<file path="config.mk">
export PLATFORM = sky130hd
export DESIGN_NAME = irq_controller
export DESIGN_NICKNAME = d
export VERILOG_FILES = /design/src/rtl/irq_pkg.sv /design/src/rtl/irq_prio_enc.sv /design/src/rtl/irq_controller.sv
export SDC_FILE = /design/constraint.sdc
export NUM_CORES = 1
export LEC_CHECK = 0
export BUFFER_PORTS_ARGS = -buffer_cell sky130_fd_sc_hd__buf_2
export CORE_UTILIZATION = 34
export CTS_CLUSTER_DIAMETER = 40
export DETAILED_ROUTE_END_ITERATION = 16
export PLACE_DENSITY = 0.75
export SLEW_MARGIN = 0
export SYNTH_ARGS = -nofsm -noshare
export SYNTH_HDL_FRONTEND = slang
export SYNTH_SLANG_ARGS = --single-unit
</file>
<file path="constraint.sdc">
create_clock -name clk -period 1.2 [get_ports clk]
set_input_delay 0.12 -clock clk [delete_from_list [all_inputs] [get_ports clk]]
set_output_delay 0.12 -clock clk [all_outputs]
set_load 0.03 [all_outputs]
</file>
<file path="src/rtl/irq_pkg.sv">
// rtl/irq_pkg.sv - register offsets, FSM encoding and CAUSE layout for irq_controller
package irq_pkg;

    localparam logic [3:0] OFS_PEND  = 4'h0;
    localparam logic [3:0] OFS_MASK  = 4'h4;
    localparam logic [3:0] OFS_CTRL  = 4'h8;
    localparam logic [3:0] OFS_CAUSE = 4'hC;

    localparam logic [1:0] IRQ_IDLE    = 2'd0;
    localparam logic [1:0] IRQ_ASSERT  = 2'd1;
    localparam logic [1:0] IRQ_SERVICE = 2'd2;

    localparam int CAUSE_VALID_BIT = 31;

endpackage

</file>
<file path="src/rtl/irq_prio_enc.sv">
// rtl/irq_prio_enc.sv - lowest-index-wins priority encoder; idx reads 0 when nothing is requested
module irq_prio_enc #(
    parameter int N_SRC = 4
) (
    input  logic [N_SRC-1:0] req,
    output logic [2:0]       idx,
    output logic             valid
);

    // Scan from the top so the lowest set index is the last one written.
    always_comb begin
        idx   = 3'd0;
        valid = 1'b0;
        for (int i = N_SRC - 1; i >= 0; i--) begin
            if (req[i]) begin
                idx   = i[2:0];
                valid = 1'b1;
            end
        end
    end

endmodule

</file>
<file path="src/rtl/irq_controller.sv">
// rtl/irq_controller.sv - memory-mapped interrupt controller with one-shot irq handshake
// Optional IRQ_LEVEL_TRIG_EN adds per-source level triggering via CTRL[8 +: N_SRC].
module irq_controller
    import irq_pkg::*;
#(
    parameter int          N_SRC     = 4,
    parameter logic [31:0] BASE_ADDR = 32'h4000_0020
) (
    input  logic             clk,
    input  logic             reset,
    input  logic             rd,
    input  logic             wr,
    input  logic [31:0]      addr,
    input  logic [31:0]      wdata,
    output logic [31:0]      rdata,
    input  logic [N_SRC-1:0] src,
    input  logic             in_kernel,
    output logic             irq
);

    logic [N_SRC-1:0] pend_q, pend_d;
    logic [N_SRC-1:0] mask_q, mask_d;
    logic [N_SRC-1:0] src_q, src_d;
    logic             gie_q, gie_d;
    logic             irq_q, irq_d;
    logic [1:0]       state_q, state_d;

    logic             sel, wr_pend, wr_mask, wr_ctrl;
    logic [N_SRC-1:0] evt, active, trig;
    logic [2:0]       cause_idx;
    logic             cause_valid;
    logic             req;
    logic             unused_wdata;

    assign sel     = (addr[31:4] == BASE_ADDR[31:4]);
    assign wr_pend = wr & sel & (addr[3:0] == OFS_PEND);
    assign wr_mask = wr & sel & (addr[3:0] == OFS_MASK);
    assign wr_ctrl = wr & sel & (addr[3:0] == OFS_CTRL);

    assign evt    = src & ~src_q;
    assign active = pend_q & mask_q;
    assign req    = gie_q & (|active);

    assign unused_wdata = ^wdata;

`ifdef IRQ_LEVEL_TRIG_EN
    logic [N_SRC-1:0] trig_q, trig_d;

    assign trig_d = wr_ctrl ? wdata[8 +: N_SRC] : trig_q;
    assign trig   = trig_q;

    always_ff @(posedge clk or negedge reset) begin
        if (!reset) begin
            trig_q <= '0;
        end else begin
            trig_q <= trig_d;
        end
    end
`else
    assign trig = '0;
`endif

    irq_prio_enc #(
        .N_SRC (N_SRC)
    ) u_prio (
        .req   (active),
        .idx   (cause_idx),
        .valid (cause_valid)
    );

    // Sets are OR-ed in after the W1C so a same-cycle event always survives.
    always_comb begin
        pend_d = pend_q;
        if (wr_pend) begin
            pend_d = pend_d & ~wdata[N_SRC-1:0];
        end
        pend_d = pend_d | evt | (trig & src);
        mask_d = wr_mask ? wdata[N_SRC-1:0] : mask_q;
        gie_d  = wr_ctrl ? wdata[0] : gie_q;
        src_d  = src;
    end

    always_comb begin
        state_d = state_q;
        irq_d   = irq_q;
        case (state_q)
            IRQ_IDLE: begin
                irq_d = 1'b0;
                if (req && !in_kernel) begin
                    state_d = IRQ_ASSERT;
                    irq_d   = 1'b1;
                end
            end
            IRQ_ASSERT: begin
                if (in_kernel) begin
                    state_d = IRQ_SERVICE;
                    irq_d   = 1'b0;
                end else if (!req) begin
                    state_d = IRQ_IDLE;
                    irq_d   = 1'b0;
                end
            end
            IRQ_SERVICE: begin
                irq_d = 1'b0;
                if (!in_kernel) begin
                    state_d = IRQ_IDLE;
                end
            end
            default: begin
                state_d = IRQ_IDLE;
                irq_d   = 1'b0;
            end
        endcase
    end

    always_ff @(posedge clk or negedge reset) begin
        if (!reset) begin
            pend_q  <= '0;
            mask_q  <= '0;
            src_q   <= '0;
            gie_q   <= 1'b0;
            irq_q   <= 1'b0;
            state_q <= IRQ_IDLE;
        end else begin
            pend_q  <= pend_d;
            mask_q  <= mask_d;
            src_q   <= src_d;
            gie_q   <= gie_d;
            irq_q   <= irq_d;
            state_q <= state_d;
        end
    end

    always_comb begin
        rdata = '0;
        if (rd && sel) begin
            case (addr[3:0])
                OFS_PEND:  rdata[N_SRC-1:0] = pend_q;
                OFS_MASK:  rdata[N_SRC-1:0] = mask_q;
                OFS_CTRL: begin
                    rdata[0]          = gie_q;
                    rdata[8 +: N_SRC] = trig;
                end
                OFS_CAUSE: begin
                    rdata[CAUSE_VALID_BIT] = cause_valid;
                    rdata[2:0]             = cause_idx;
                end
                default: rdata = '0;
            endcase
        end
    end

    assign irq = irq_q;

endmodule

</file>
==> results.toml, run 1 <==
[worst_hold_path]
hp-start = "wdata[3]"
hold_path.class = "primary input to flip-flop"

[global_route]
grt-ovfl-total = 0
antenna_found_initial = 0
grt_max_degree = 17
grt_first_pass_wirelength_um = 4170
grt_usage_pct = 15.1
first_global_vias = 990

[sta]
hold_violations = 0
fin_hold_ws_ns = 0.0822
setup_ws_ns = -0.456
setup_viol = 11
finClkSkew_ns = 0.00320
fin_crit_ns = 1.66
drv_slew = 0
grt_setup_unrepaired = "yes"
min_period_over_period_pct = 138
fmax_mhz = 604

[route]
drc = 0
vias_per_cell = 4.42
drtAntennaViolNets = 0
routedWlPerCell_um = 12.3
vias = 1057
first_pass_iters = 4
wl_um = 2940
drt_iter0_markers = 23

[setup_path]
reg2reg_from = "pend_q[0]"
cp-end-kind = "output pin"
required_ns = 1.08
cp-start-kind = "primary input"
crit_fanout = 5
crit_type = "primary input to output pin"
startpoint = "addr[12]"
worst_ep_arrival_time_ns = 1.54

[status]
violations = "negative setup slack"
status = "finished with violations"

[power_and_ir_drop]
swShare_pct = 32.4
p_total_mw = 1.16
internal_power_mw = 0.785
power_frac_clock_pct = 23.3
comb_power_share_pct = 29.6
ir_drop_mv = 0.607
powerDensity_nw_per_um2 = 601
leakage_nw = 0.914
p_seq_share_pct = 47.1
p_switching_mw = 0.376

[final_layout]
n_antenna_cell = 0
fillers = 313
fin_nets = 268
post_route_cells_drive_above_1_share_pct = 58.0
stdcell_area_um2 = 1930
area.growth.synth_to_final_pct = 62.9

[yosys]
synthTopCellsByArea = "dfrtp_1 (34%), buf_4 (17%), nor4_4 (7.2%)"
syn-instance-count = 114
synthesis.area_um2 = 1190
async_flop_share_pct = 100
ys_ff_latch = 16
synth-seq-area-share_pct = 33.7
synth-edff-count = 0
synth_top_area_cell = "dfrtp_1"
ys_warn_count = 0
avgSynthCellArea_um2 = 10.4
synthFlopType = "dfrtp_1"
synth.distinct_cells = 36
synth_top_cell_area_share_pct = 33.7

[placed_design]
place_hpwl_um = 2120
gp_congestion = 0.804
place_area_um2 = 1580
io_buffer_count = 50

[clock_network]
clkTransAtPathRegs_ns = 0.09
cts.sinks = 16
clock_path_buffers = 2
cts_tree = "yes"
h-tree-depth = 1
numCtsBuffers = 3
cts-root-buf = "clkbuf_4"
clock_latency_ns = 0.28

[die]
rows = 21
dieArea_um2 = 3730
io_pins = 106
die_w_um = 61.1
core_um2 = 3340
start_util_pct = 35.6
die_h_um = 61.1

[run]
max_cap_viol_count = 0
==> cell type report <==
| type | instances | area, um^2 | area share, % |
|---|---|---|---|
| clock buffers | 3 | 22.5 | 1.16 |
| inverters | 6 | 22.5 | 1.16 |
| multi-input cells | 89 | 851 | 44.0 |
| flip-flops and latches | 16 | 402 | 20.8 |
| well taps | 46 | 57.6 | 2.98 |
| repair buffers | 79 | 579 | 29.9 |
==> sequential cells by signal, indices dropped and copies added, names as in the netlist <==
signal   cells
irq          1
src_q        4
gie_q        1
state_q      2
pend_q       4
mask_q       4
==> cells by family after synthesis <==
group | Yosys count | synth area share (%)
other | 1 | 0.316
multiplexers | 7 | 7.69
buffers and inverters | 35 | 19.6
AND/OR/NAND/NOR | 38 | 28.5
XOR/XNOR | 1 | 0.738
AO/OA/AOI/OAI | 16 | 9.48
flip-flops | 16 | 33.7
==> final timing paths <==
check | end | slack [ns] | depth (start not counted)
min in group asynchronous | mask_q[1] | 0.28 | 2
max in group asynchronous | pend_q[1] | 0.64 | 2
setup reg to reg | irq | -0.01 | 4
setup / recovery | rdata[0] | -0.46 | 6
hold reg to reg | pend_q[3] | 0.41 | 1
hold / removal | mask_q[3] | 0.08 | 2
==> per-stage QoR <==
| step | worst slack (ns) | TNS [ns] | utilization, % | std cells |
|---|---|---|---|---|
| 5_1_grt | -0.514 | -3.09 | 58.0 | 239 |
| 3_3_place_gp | -0.535 | -5.68 | 47.4 | 224 |
| 2_1_floorplan | -0.405 | -2.86 | - | 140 |
| 4_1_cts | -0.462 | -2.77 | 56.4 | 236 |
| 6_report | -0.456 | -2.40 | 58.0 | 239 |
| 3_5_place_dp | -0.545 | -5.92 | 47.4 | 224 |
==> routing by layer <==
layer	vias up	part of all wire (%)	GRT usage [%]
met5	-	0	0
met4	0	0	2.92
met3	0	7.6	1.47
met2	50	54	29.2
met1	496	38	18.0
li1	511	-	-
==> synthesized netlist by cell type, types with 2 or more instances <==
cell type / count
a22oi_1: 2
nand2b_1: 2
mux2i_1: 2
o21ai_0: 4
and2_1: 2
dfrtp_1: 16
buf_4: 27
o31ai_1: 4
nand3_1: 2
nor4b_1: 3
clkbuf_1: 2
nor4_4: 4
mux2_4: 4
nor4_2: 2
nor2_1: 3
nor3_1: 3
inv_1: 6
nand2_1: 8
==> power by group through the flow <==
stage          Sequential, mW  Clock [mW]  Combinational (mW)
4_1_cts                 0.547       0.278               0.342
5_1_grt                 0.548       0.302               0.370
3_5_place_dp            0.558           0               0.297
3_3_place_gp            0.557           0               0.293
2_1_floorplan           0.557           0               0.234
6_report                0.547       0.270               0.344
==> worst max-delay path: stages <==
cell	delay, ns
buf_6	0.09
nor4_4	0.31
nand4_4	0.13
or3_4	0.46
a311oi_4	0.24
buf_6	0.17
==> placed cells by master, fill, tap and decap left out, types with 2 or more instances in the layout <==
master	netlist	routed
nor2_1	3	2
nand2_1	8	8
conb_1	1	27
a22oi_2	0	2
dfrtp_1	16	15
mux2_4	4	4
clkbuf_4	0	3
nor4_4	4	6
nand4_4	1	2
o21ai_1	0	4
inv_1	6	6
nor4b_4	1	4
buf_2	0	36
buf_4	27	21
nand2b_1	2	2
nor3_4	0	3
mux2i_1	2	2
buf_6	0	17
o31ai_4	0	3
dlygate4sd3_1	0	5
==> timing repair <==
item                                    in CTS  in global routing
hold buffers                                 5                  0
endpoints found under the setup margin      14                 16
gates resized for setup                     42                  8
buffers inserted                             6                  4
hold endpoints to repair                    20                  0
pin swaps                                    8                  5
(Power assumes the default switching activity.)
==> run 2, diff against run 1 <==
- BUFFER_PORTS_ARGS: -buffer_cell sky130_fd_sc_hd__buf_2 -> default
- CORE_UTILIZATION: 34 -> 50
- DONT_BUFFER_PORTS: default -> 1
- PLACE_DENSITY: 0.75 -> 0.66
==> run 2 against run 1 <==
The run still ends with negative setup slack left. Hold slack got worse by 0.052 ns. Worst setup slack improved by 0.074 ns. Fmax increased by 4.7%. First-iteration DRC count decreased by 65%. Critical path depth decreased by 1. Largest cell class unchanged. Largest power group unchanged. Highest routed layer is now met4.
==> results.toml, run 2 (synthesized netlist as in run 1, its figures left out) <==
[status]
status = "finished with violations"
violations = "negative setup slack"

[setup_path]
worst_ep_arrival_time_ns = 1.46
crit_type = "flip-flop to output pin"
required_ns = 1.08
cp-start-kind = "flip-flop"
slowest_delay_ns = 0.42
cp-end-kind = "output pin"
cpMaxStageDelayCell = "dfrtp_1"
worstPathCellList = "nor4b_1, a21oi_1, a2bb2oi_1, nor2_2, buf_4"
crit_fanout = 4

[global_route]
antenna_found_initial = 0
grt-ovfl-total = 0
grt_first_pass_wirelength_um = 3840
grt_usage_pct = 19.9
grt_max_degree = 17
first_global_vias = 866

[route]
drc = 0
wl_um = 2520
vias_per_cell = 5.02
routedWlPerCell_um = 14.7
drt_iter0_markers = 8
drtAntennaViolNets = 0
vias = 864
first_pass_iters = 4

[clock_network]
clkTransAtPathRegs_ns = 0.08
h-tree-depth = 1
clock_latency_ns = 0.27
numCtsBuffers = 3
cts.sinks = 16
cts-root-buf = "clkbuf_4"
cts_tree = "yes"
clock_path_buffers = 2

[sta]
fmax_mhz = 632
setup_viol = 10
hold_violations = 0
fin_crit_ns = 1.58
min_period_over_period_pct = 132
slew_headroom_pct = 53.7
setup_ws_ns = -0.382
tightest_slew_ns = 0.692
drv_slew = 0
grt_setup_unrepaired = "yes"
fin_hold_ws_ns = 0.0300
finClkSkew_ns = 0.00337

[power_and_ir_drop]
powerDensity_nw_per_um2 = 648
ir_drop_mv = 0.616
leakage_nw = 0.676
p_total_mw = 1.02

[worst_hold_path]
hold_path.class = "primary input to flip-flop"

[die]
core_um2 = 2230
rows = 17
die_h_um = 50.7
start_util_pct = 53.2
io_pins = 106
dieArea_um2 = 2570
die_w_um = 50.7

[final_layout]
layout_common_cells = "conb_1 (27), dfrtp_1 (16), buf_4 (15)"
post_route_cells_drive_above_1_share_pct = 36.1
fin_nets = 219
stdcell_area_um2 = 1570
reg_top3 = "mask_q (4), pend_q (4), src_q (4)"
mostFrequentLayoutCell = "conb_1"
area.growth.synth_to_final_pct = 32.0
n_antenna_cell = 0

[placed_design]
pre_cts_ws_ns = -0.390
place_hpwl_um = 1890
place_area_um2 = 1320
gp_congestion = 0.761
io_buffer_count = 0

[run]
max_cap_viol_count = 0
==> run 2: path summary, 6_finish.rpt <==
check	slack, ns	depth (start not counted)	start	end
max	-0.38	5	pend_q[1]	rdata[1]
min	0.03	3	wdata[3]	pend_q[3]
max reg2reg	-0.02	4	pend_q[3]	irq
min reg2reg	0.42	1	src_q[3]	pend_q[3]
max in group asynchronous	0.43	1	reset	gie_q
min in group asynchronous	0.33	1	reset	src_q[1]
==> run 2: what timing repair did <==
action | in CTS | in global routing
hold endpoints to repair | 31 | 0
hold buffers | 10 | 0
gates resized for setup | 7 | 9
pin swaps | 2 | 3
buffers inserted | 3 | 3
setup endpoints to repair | 12 | 12
==> run 2: power breakdown <==
part           internal, mW  total (mW)  switching, mW
registers             0.545       0.547        0.00138
clock network         0.116       0.262          0.146
logic                0.0549       0.207          0.152
==> run 2: worst max-delay path: cells and delay by family, from the launching register on <==
family / cells / cell delay (ns)
AO/OA/AOI/OAI: 2 / 0.24
buffers and inverters: 1 / 0.16
flip-flops: 1 / 0.42
AND/OR/NAND/NOR: 2 / 0.37
==> run 2: final cells by class <==
class                           count  area (um^2)
Clock buffer                        3         22.5
Sequential cell                    16          400
Timing Repair Buffer               30          295
Fill cell                         172          666
Multi-Input combinational cell     89          792
Tap cell                           28         35.0
Inverter                            6         22.5
==> run 2: metal layers <==
layer | global-route usage, % | vias up | wire length, um
li1 | - | 412 | -
met1 | 22.8 | 404 | 895
met2 | 36.7 | 44 | 1440
met3 | 2.12 | 4 | 152
met4 | 9.26 | 0 | 31
met5 | 0 | - | 0
==> run 2: per-stage QoR <==
step                instances  utilization (%)  setup TNS (ns)
detailed placement        153             59.3           -3.87
CTS                       169             67.3           -1.76
global route              172             70.2           -2.31
global placement          153             59.3           -3.68
finish                    172             70.2           -1.73
floorplan                 140                -           -2.86
